## src/rtl/riscv_mem_arbiter_if.sv

```systemverilog
`default_nettype none
// ============================================================================
// Module   : riscv_mem_arbiter_if
// Brief    : Cache-side request/response and memory beat-port signal bundle.
// Revision : 1.0 - initial release
// ============================================================================
interface riscv_mem_arbiter_if #(
  parameter int LINE_W = 128,
  parameter int BEAT_W = 64,
  parameter int ADDR_W = 64
);
  logic              i_riscv_arb_ic_req;
  logic [ADDR_W-1:0] i_riscv_arb_ic_addr;
  logic [LINE_W-1:0] o_riscv_arb_ic_rdata;
  logic              o_riscv_arb_ic_done;
  logic              i_riscv_arb_dc_req;
  logic              i_riscv_arb_dc_we;
  logic [ADDR_W-1:0] i_riscv_arb_dc_addr;
  logic [LINE_W-1:0] i_riscv_arb_dc_wdata;
  logic [LINE_W-1:0] o_riscv_arb_dc_rdata;
  logic              o_riscv_arb_dc_done;
  logic              o_riscv_arb_mem_req;
  logic              o_riscv_arb_mem_we;
  logic [ADDR_W-1:0] o_riscv_arb_mem_addr;
  logic [BEAT_W-1:0] o_riscv_arb_mem_wdata;
  logic              i_riscv_arb_mem_ready;
  logic [BEAT_W-1:0] i_riscv_arb_mem_rdata;

  // Caches and memory together form the environment around the arbiter.
  modport master (
    output i_riscv_arb_ic_req, i_riscv_arb_ic_addr,
    output i_riscv_arb_dc_req, i_riscv_arb_dc_we, i_riscv_arb_dc_addr, i_riscv_arb_dc_wdata,
    output i_riscv_arb_mem_ready, i_riscv_arb_mem_rdata,
    input  o_riscv_arb_ic_rdata, o_riscv_arb_ic_done,
    input  o_riscv_arb_dc_rdata, o_riscv_arb_dc_done,
    input  o_riscv_arb_mem_req, o_riscv_arb_mem_we, o_riscv_arb_mem_addr, o_riscv_arb_mem_wdata
  );

  modport slave (
    input  i_riscv_arb_ic_req, i_riscv_arb_ic_addr,
    input  i_riscv_arb_dc_req, i_riscv_arb_dc_we, i_riscv_arb_dc_addr, i_riscv_arb_dc_wdata,
    input  i_riscv_arb_mem_ready, i_riscv_arb_mem_rdata,
    output o_riscv_arb_ic_rdata, o_riscv_arb_ic_done,
    output o_riscv_arb_dc_rdata, o_riscv_arb_dc_done,
    output o_riscv_arb_mem_req, o_riscv_arb_mem_we, o_riscv_arb_mem_addr, o_riscv_arb_mem_wdata
  );
endinterface
`default_nettype wire

```

## src/rtl/riscv_mem_arbiter.sv

```systemverilog
`default_nettype none
// ============================================================================
// Module   : riscv_mem_arbiter
// Brief    : Icache/dcache line arbiter serializing lines into memory beats.
// Revision : 1.0 - initial release
// ============================================================================
module riscv_mem_arbiter #(
  parameter int LINE_W = 128,
  parameter int BEAT_W = 64,
  parameter int ADDR_W = 64
) (
  input  wire logic          i_riscv_arb_clk,
  input  wire logic          i_riscv_arb_rst,
  riscv_mem_arbiter_if.slave bus
);
  localparam int BEATS      = LINE_W / BEAT_W;
  localparam int CNT_W      = (BEATS > 1) ? $clog2(BEATS) : 1;
  localparam int BEAT_BYTES = BEAT_W / 8;

  localparam logic [ADDR_W-1:0] c_line_mask = ~ADDR_W'(LINE_W / 8 - 1);
  localparam logic [CNT_W-1:0]  c_last_beat = CNT_W'(BEATS - 1);

  typedef enum logic [2:0] {
    S_IDLE  = 3'd0,
    S_IC_RD = 3'd1,
    S_DC_RD = 3'd2,
    S_DC_WR = 3'd3,
    S_RESP  = 3'd4
  } state_t;

  state_t            r_state;
  logic              r_owner_dc;
  logic [ADDR_W-1:0] r_base;
  logic [CNT_W-1:0]  r_beat;
  logic [LINE_W-1:0] r_wdata;
  logic [LINE_W-1:0] r_ic_rdata;
  logic [LINE_W-1:0] r_dc_rdata;

  logic              w_xfer;
  logic              w_last;
  int                w_lo;

  assign w_xfer = (r_state == S_IC_RD) || (r_state == S_DC_RD) || (r_state == S_DC_WR);
  assign w_last = (r_beat == c_last_beat);
  assign w_lo   = int'(r_beat) * BEAT_W;

  always_ff @(posedge i_riscv_arb_clk or negedge i_riscv_arb_rst) begin
    if (!i_riscv_arb_rst) begin
      r_state    <= S_IDLE;
      r_owner_dc <= 1'b0;
      r_base     <= '0;
      r_beat     <= '0;
      r_wdata    <= '0;
      r_ic_rdata <= '0;
      r_dc_rdata <= '0;
    end else begin
      case (r_state)
        S_IDLE: begin
          r_beat <= '0;
          // Dcache wins ties so dirty evictions never starve behind fetches.
          if (bus.i_riscv_arb_dc_req) begin
            r_owner_dc <= 1'b1;
            r_base     <= bus.i_riscv_arb_dc_addr & c_line_mask;
            if (bus.i_riscv_arb_dc_we) begin
              r_wdata <= bus.i_riscv_arb_dc_wdata;
              r_state <= S_DC_WR;
            end else begin
              r_state <= S_DC_RD;
            end
          end else if (bus.i_riscv_arb_ic_req) begin
            r_owner_dc <= 1'b0;
            r_base     <= bus.i_riscv_arb_ic_addr & c_line_mask;
            r_state    <= S_IC_RD;
          end
        end
        S_IC_RD, S_DC_RD, S_DC_WR: begin
          if (bus.i_riscv_arb_mem_ready) begin
            if (r_state == S_IC_RD) begin
              r_ic_rdata[w_lo +: BEAT_W] <= bus.i_riscv_arb_mem_rdata;
            end
            if (r_state == S_DC_RD) begin
              r_dc_rdata[w_lo +: BEAT_W] <= bus.i_riscv_arb_mem_rdata;
            end
            if (w_last) begin
              r_state <= S_RESP;
            end else begin
              r_beat <= r_beat + 1'b1;
            end
          end
        end
        S_RESP:  r_state <= S_IDLE;
        default: r_state <= S_IDLE;
      endcase
    end
  end

  // Beat-port outputs are zeroed outside transfer states so idle/reset is clean.
  assign bus.o_riscv_arb_mem_req   = w_xfer;
  assign bus.o_riscv_arb_mem_we    = (r_state == S_DC_WR);
  assign bus.o_riscv_arb_mem_addr  = w_xfer ? (r_base + ADDR_W'(r_beat) * ADDR_W'(BEAT_BYTES)) : '0;
  assign bus.o_riscv_arb_mem_wdata = (r_state == S_DC_WR) ? r_wdata[w_lo +: BEAT_W] : '0;

  assign bus.o_riscv_arb_ic_done  = (r_state == S_RESP) && !r_owner_dc;
  assign bus.o_riscv_arb_dc_done  = (r_state == S_RESP) && r_owner_dc;
  assign bus.o_riscv_arb_ic_rdata = r_ic_rdata;
  assign bus.o_riscv_arb_dc_rdata = r_dc_rdata;
endmodule
`default_nettype wire

```

## src/flat_wrapper.sv

```systemverilog
// flat-port wrapper written by rule: the top's interface ports become plain ports
module riscv_mem_arbiter_flat 
#(
  parameter int LINE_W = 128,
  parameter int BEAT_W = 64,
  parameter int ADDR_W = 64
)
  (i_riscv_arb_clk, i_riscv_arb_rst, bus_i_riscv_arb_ic_req, bus_i_riscv_arb_ic_addr, bus_i_riscv_arb_dc_req, bus_i_riscv_arb_dc_we, bus_i_riscv_arb_dc_addr, bus_i_riscv_arb_dc_wdata, bus_i_riscv_arb_mem_ready, bus_i_riscv_arb_mem_rdata, bus_o_riscv_arb_ic_rdata, bus_o_riscv_arb_ic_done, bus_o_riscv_arb_dc_rdata, bus_o_riscv_arb_dc_done, bus_o_riscv_arb_mem_req, bus_o_riscv_arb_mem_we, bus_o_riscv_arb_mem_addr, bus_o_riscv_arb_mem_wdata);
  riscv_mem_arbiter_if #(.LINE_W(LINE_W), .BEAT_W(BEAT_W), .ADDR_W(ADDR_W)) bus_i ();
  input  wire logic i_riscv_arb_clk;
  input  wire logic i_riscv_arb_rst;
  input wire logic [$bits(bus_i.i_riscv_arb_ic_req)-1:0] bus_i_riscv_arb_ic_req;
  input wire logic [$bits(bus_i.i_riscv_arb_ic_addr)-1:0] bus_i_riscv_arb_ic_addr;
  input wire logic [$bits(bus_i.i_riscv_arb_dc_req)-1:0] bus_i_riscv_arb_dc_req;
  input wire logic [$bits(bus_i.i_riscv_arb_dc_we)-1:0] bus_i_riscv_arb_dc_we;
  input wire logic [$bits(bus_i.i_riscv_arb_dc_addr)-1:0] bus_i_riscv_arb_dc_addr;
  input wire logic [$bits(bus_i.i_riscv_arb_dc_wdata)-1:0] bus_i_riscv_arb_dc_wdata;
  input wire logic [$bits(bus_i.i_riscv_arb_mem_ready)-1:0] bus_i_riscv_arb_mem_ready;
  input wire logic [$bits(bus_i.i_riscv_arb_mem_rdata)-1:0] bus_i_riscv_arb_mem_rdata;
  output wire logic [$bits(bus_i.o_riscv_arb_ic_rdata)-1:0] bus_o_riscv_arb_ic_rdata;
  output wire logic [$bits(bus_i.o_riscv_arb_ic_done)-1:0] bus_o_riscv_arb_ic_done;
  output wire logic [$bits(bus_i.o_riscv_arb_dc_rdata)-1:0] bus_o_riscv_arb_dc_rdata;
  output wire logic [$bits(bus_i.o_riscv_arb_dc_done)-1:0] bus_o_riscv_arb_dc_done;
  output wire logic [$bits(bus_i.o_riscv_arb_mem_req)-1:0] bus_o_riscv_arb_mem_req;
  output wire logic [$bits(bus_i.o_riscv_arb_mem_we)-1:0] bus_o_riscv_arb_mem_we;
  output wire logic [$bits(bus_i.o_riscv_arb_mem_addr)-1:0] bus_o_riscv_arb_mem_addr;
  output wire logic [$bits(bus_i.o_riscv_arb_mem_wdata)-1:0] bus_o_riscv_arb_mem_wdata;
  assign bus_i.i_riscv_arb_ic_req = bus_i_riscv_arb_ic_req;
  assign bus_i.i_riscv_arb_ic_addr = bus_i_riscv_arb_ic_addr;
  assign bus_i.i_riscv_arb_dc_req = bus_i_riscv_arb_dc_req;
  assign bus_i.i_riscv_arb_dc_we = bus_i_riscv_arb_dc_we;
  assign bus_i.i_riscv_arb_dc_addr = bus_i_riscv_arb_dc_addr;
  assign bus_i.i_riscv_arb_dc_wdata = bus_i_riscv_arb_dc_wdata;
  assign bus_i.i_riscv_arb_mem_ready = bus_i_riscv_arb_mem_ready;
  assign bus_i.i_riscv_arb_mem_rdata = bus_i_riscv_arb_mem_rdata;
  assign bus_o_riscv_arb_ic_rdata = bus_i.o_riscv_arb_ic_rdata;
  assign bus_o_riscv_arb_ic_done = bus_i.o_riscv_arb_ic_done;
  assign bus_o_riscv_arb_dc_rdata = bus_i.o_riscv_arb_dc_rdata;
  assign bus_o_riscv_arb_dc_done = bus_i.o_riscv_arb_dc_done;
  assign bus_o_riscv_arb_mem_req = bus_i.o_riscv_arb_mem_req;
  assign bus_o_riscv_arb_mem_we = bus_i.o_riscv_arb_mem_we;
  assign bus_o_riscv_arb_mem_addr = bus_i.o_riscv_arb_mem_addr;
  assign bus_o_riscv_arb_mem_wdata = bus_i.o_riscv_arb_mem_wdata;
  riscv_mem_arbiter #(.LINE_W(LINE_W), .BEAT_W(BEAT_W), .ADDR_W(ADDR_W)) u_core (.i_riscv_arb_clk(i_riscv_arb_clk), .i_riscv_arb_rst(i_riscv_arb_rst), .bus(bus_i));
endmodule
```

## config.mk

```make
export PLATFORM = sky130hd
export DESIGN_NAME = riscv_mem_arbiter_flat
export DESIGN_NICKNAME = d
export VERILOG_FILES = /design/src/rtl/riscv_mem_arbiter_if.sv /design/src/rtl/riscv_mem_arbiter.sv /design/src/flat_wrapper.sv
export SDC_FILE = /design/constraint.sdc
export NUM_CORES = 1
export LEC_CHECK = 0
export ABC_AREA = 0
export CAP_MARGIN = 5
export CORE_AREA = 3 3 277 279
export CTS_BUF_LIST = sky130_fd_sc_hd__clkbuf_8
export DETAILED_ROUTE_END_ITERATION = 16
export DIE_AREA = 0 0 280 282
export PLACE_DENSITY = 0.61
export SLEW_MARGIN = 25
export SYNTH_ARGS = -nofsm -noshare
export SYNTH_HDL_FRONTEND = slang
export SYNTH_SLANG_ARGS = --single-unit
```

## constraint.sdc

```tcl
create_clock -name i_riscv_arb_clk -period 1.6 [get_ports i_riscv_arb_clk]
set_clock_uncertainty 0.05 [all_clocks]
set_input_delay 0.24 -clock i_riscv_arb_clk [delete_from_list [all_inputs] [get_ports i_riscv_arb_clk]]
set_output_delay 0.24 -clock i_riscv_arb_clk [all_outputs]
set_load 0.01 [all_outputs]
```

-- Word-level counts from Yosys, hierarchy flattened
Index checks and enable logic that the tools add are counted.
- $add $sub $neg: 3
- equality and inequality tests: 7
- shifts and indexed selects: 3
- multiplexer cells: 17
- reductions and logical operators: 15
- operator list (operator ; number):
    bitwise mux 128 bit ; 2
    2-to-1 mux 64 bit ; 4
    variable shift 64 x 33 -> 128 bit (first input constant) ; 1
    variable part select 128 x 8 -> 64 bit ; 1
    variable part select 64 x 33 -> 128 bit ; 1
    adder 64 x 4 -> 64 bit ; 1
    negator 7 -> 33 bit ; 1
    2-to-1 mux 3 bit ; 4
    AND reduction 3 bit ; 4
    equality test 3 x 2 -> 1 bit (second input constant) ; 2
    one-hot mux 3 bit (2 select lines) ; 1
    2-to-1 mux 1 bit ; 5
    AND reduction 2 bit ; 2
    nonzero test 2 bit ; 2
    equality test 3 x 1 -> 1 bit (second input constant) ; 1
    equality test 3 bit (second input constant) ; 1
    logical NOT 3 bit ; 1
    != test 3 bit (second input constant) ; 1
    OR reduction 3 bit ; 1
    logical AND 1 bit ; 2
    logical OR 1 bit ; 2
    != test 2 x 1 -> 1 bit (second input constant) ; 1
    != test 2 bit (second input constant) ; 1
    one-hot mux 1 bit (2 select lines) ; 1
    2 further kinds ; 2
- flip-flop bits (word level): 453

-- Longest topological paths before layout
- depth in word-level cells: 4
- mapped depth: 6
- gate-level depth less buffers: 3

-- Least setup slack after synthesis
Ideal clock, no wire load.
- kind: register to register
- from: register u_core.r_state[2]
- to: register u_core.r_wdata[100]
- data arrival time: 1597 ps
- required time: 1425 ps
- path slack: -172 ps
- cell stages (with the launch flop): 7
- period minus slack after synthesis: 1772 ps
- cells stage by stage: dfrtp_1 -> buf_2 -> nor3_4 -> and3_1 -> buf_4 -> buf_6 -> mux2_2
- cells in the longest elaborated chain, start to end: 2
- RTL lines (item ; RTL line ; RTL):
    start: declaration ; riscv_mem_arbiter.sv:31 ; state_t r_state;
    start signal: assignment ; riscv_mem_arbiter.sv:49 ; r_state <= S_IDLE;
    start signal: assignment ; riscv_mem_arbiter.sv:66 ; r_state <= S_DC_WR;
    start signal: assignment ; riscv_mem_arbiter.sv:68 ; r_state <= S_DC_RD;
    logical NOT 3 bit ; riscv_mem_arbiter.sv:57 ; case (r_state)
    AND reduction 3 bit (no line) ; n/a ;
    end signal: assignment ; riscv_mem_arbiter.sv:65 ; r_wdata <= bus.i_riscv_arb_dc_wdata;
    end: declaration ; riscv_mem_arbiter.sv:35 ; logic [LINE_W-1:0] r_wdata;
Every way passes these cells.
A chain may end at the register's enable or synchronous reset.

-- Worst setup path after layout
- from: register u_core.r_beat
- to: output port bus_o_riscv_arb_mem_wdata[23]
- cells in the longest elaborated chain, start to end: 2
- RTL lines (item ; RTL line ; RTL):
    start: declaration ; riscv_mem_arbiter.sv:34 ; logic [CNT_W-1:0] r_beat;
    start signal: assignment ; riscv_mem_arbiter.sv:87 ; r_beat <= r_beat + 1'b1;
    variable part select 128 x 8 -> 64 bit ; riscv_mem_arbiter.sv:101 ; assign bus.o_riscv_arb_mem_wdata = (r_state == S_DC_WR) ? r_wdata[w_lo +: BEAT_W] : '0;
    2-to-1 mux 64 bit ; riscv_mem_arbiter.sv:101 ;
    end: declaration ; flat_wrapper.sv:27 ; output wire logic [$bits(bus_i.o_riscv_arb_mem_wdata)-1:0] bus_o_riscv_arb_mem_wdata;
Every way passes these cells.

==> reports/metrics.yaml <==
peakVddDrop_mv: 0.9551
grt_max_degree: 62
fin_setup_tns_ps: -309520
cts_inserted_buffers: 81
final_net_count: 2526
power_leakage_uw: 0.01495
synth_top_area_cell: "dfrtp_1"
async_reset_ff_frac: 1.000
synthTopCellsByArea: "dfrtp_1 59%, mux2_2 30%, mux2i_1 3.4%"
synth_edf_count: 0
areaGrowthSynthToFinish_pct: 73.75
syn_area_um2: 18920
cp_num_buf_inv: 3
design.die.area_um2: 78960
cts_buffer_depth: 3
ant_nets: 0
rsz0062_at_grt: "yes"
yosysWarnings: 0
seq_area_frac_synth: 0.5940
die_h_um: 282
cp-end-kind: "output port"
status: "finished, violations left"
maxCapViolations: 0
start_util: 0.2541
wire_per_inst_um: 22.59
drc_errors: 0
worst_skew_pair.late_latency_ps: 630
root_buffer: "clkbuf_8"
worstPathRequired_ps: 1310
gp_congestion: 0.8233
syn_inst: 1249
path_max_fanout: 8
dieWidth_um: 280
drtIter0Drc: 420
start_kind: "register"
cellPowerDensity_nw_per_um2: 2061
first_pass_iters: 4
hold_viol: 0
dp_hpwl_um: 47670
cp_top_family: "flip-flops"
vias: 14276
synth_area_per_cell_um2: 15.14
viasPerCell: 4.410
clk_pin_slew_ps: 60
violations: "setup timing"
yosysTopAreaCellShare: 0.5940
crit_top_cell: "buf_12"
ys_ff_latch: 449
cts.sinks: 449
period_needed_ps: 2284
overflow: 0
grt_pass1_vias: 15545
pre_cts_ws_ps: -629.6
hold_path.class: "in -> async"
wirelength_um: 73110
antenna_found_initial: 4
worstPathCellList: "buf_12 > buf_12 > mux2i_2 > nor2_1 > buf_2"
grt_usage: 0.1660
ys.flop_type: "dfrtp_1"
clock.fmax_mhz: 437.8
grt_pass1_wl_um: 99250
fin_area_um2: 32870
slowest_stage: "dfrtp_4"
critPathKind: "reg -> out"
rows: 100
final_max_slew_viol_count: 0
critPathArrivalTime_ps: 1990
ctsHtreeMaxLevel: 3
io_buffers: 702
placed_area_um2: 28130
post-route-util: 0.4415
io_pins: 714
fp.coreArea_um2: 74450
drive_gt1_frac: 0.5806
setup_violations: 680
power_uw: 67740
finalCritPeriodShare: 1.428
cts_tree: "yes"
synth_cell_type_count: 29
critPathMaxStageDelay_ps: 570
setup_slack_ps: -684.3
==> synthesized netlist by cell type, types with 3 or more instances <==
master and count:
mux2_2 505, clkbuf_8 3, buf_1 6, mux2i_1 64, buf_6 21, dfrtp_1 449, nor2_1 70, and2_1 61
buf_4 5, buf_2 29, clkbuf_1 14
==> metal layers <==
layer | vias up | track usage | share of wire | wire length, µm
met5 | - | 0 | 0.00018 | 13
met4 | 2 | 0.04796 | 0.022 | 1633
met3 | 112 | 0.04662 | 0.060 | 4422
met2 | 527 | 0.3099 | 0.53 | 38830
met1 | 7308 | 0.1833 | 0.39 | 28210
li1 | 6327 | - | - | -
==> cells in the final DEF (no fill, tap or decap), types with 13 or more instances in the layout <==
cell type	count
dfrtp_1	446
clkdlybuf4s50_1	421
mux2_2	293
mux2_4	212
buf_2	180
buf_6	147
clkbuf_8	104
buf_4	71
and2_4	61
buf_12	56
mux2i_1	31
nor2_4	28
clkbuf_16	24
nor2_1	23
buf_16	21
mux2i_4	20
nor2_2	19
inv_1	18
clkinv_2	17
buf_8	17
mux2i_2	13
==> flip-flops by register name (all words and copies together), names as in the netlist <==
signal / count
u_core.r_state: 3
u_core.bus.o_riscv_arb_dc_rdata: 128
u_core.bus.o_riscv_arb_ic_rdata: 128
u_core.r_wdata: 128
u_core.r_beat: 1
u_core.r_owner_dc: 1
u_core.r_base: 60
==> cell families after synthesis <==
group	count (synthesis)	share of synthesized area
buffers and inverters	80	0.02871
AOI/OAI and AO/OA	5	0.001918
DFF	449	0.5940
and+or+nand+nor	145	0.04068
muxes	569	0.3345
other	1	0.0001982
==> repair_timing <==
action                                   CTS  global route
endpoints found under the hold margin    449             0
buffers inserted                          45            38
pin swaps                                 91            30
resized for setup                       1413           344
endpoints found under the setup margin   829           683
gates cloned                              28            31
hold buffers                               1             0
==> worst paths after layout <==
check | depth (start not counted) | start | slack [ps] | to
min in group i_riscv_arb_clk | 2 | bus_i_riscv_arb_dc_wdata[25] | 150 | u_core.r_wdata[25]$_DFFE_PN0P_
hold reg to reg | 1 | u_core.bus.o_riscv_arb_ic_rdata[58]$_DFFE_PN0P_ | 450 | u_core.bus.o_riscv_arb_ic_rdata[58]$_DFFE_PN0P_
max in group asynchronous | 3 | i_riscv_arb_rst | 720 | u_core.bus.o_riscv_arb_ic_rdata[42]$_DFFE_PN0P_
setup reg to reg | 8 | u_core.r_state[1]$_DFFE_PN0P_ | -580 | u_core.r_wdata[39]$_DFFE_PN0P_
hold / removal | 2 | i_riscv_arb_rst | 60 | u_core.r_wdata[92]$_DFFE_PN0P_
setup / recovery | 5 | u_core.r_beat$_DFFE_PN0P_ | -680 | bus_o_riscv_arb_mem_wdata[23]
==> power breakdown <==
group | internal, µW | switching [µW] | total (µW) | leakage (µW)
clock network | 6230 | 5120 | 11300 | 0.000968
logic | 21700 | 13800 | 35500 | 0.00861
registers | 17200 | 3740 | 20900 | 0.00537
==> metrics by stage <==
step | std cells | hold WS, ps
detailed placement | 2967 | 148.9
finish | 3237 | 62.51
global route | 3236 | 24.86
global placement | 2967 | 151.7
CTS | 3183 | 3.989
floorplan | 1251 | -105.6
==> area by class of cell <==
| cell class | instances | area [µm²] |
|---|---|---|
| Multi-Input combinational cell | 725 | 8773 |
| Clock buffer | 104 | 1431 |
| Fill cell | 6646 | 41580 |
| Sequential cell | 449 | 11240 |
| Timing Repair Buffer | 941 | 9902 |
| Antenna cell | 3 | 7.507 |
| Clock inverter | 44 | 289.0 |
| Inverter | 2 | 7.507 |
| Tap cell | 969 | 1212 |
Note: power is estimated with default switching activity, not from simulation.
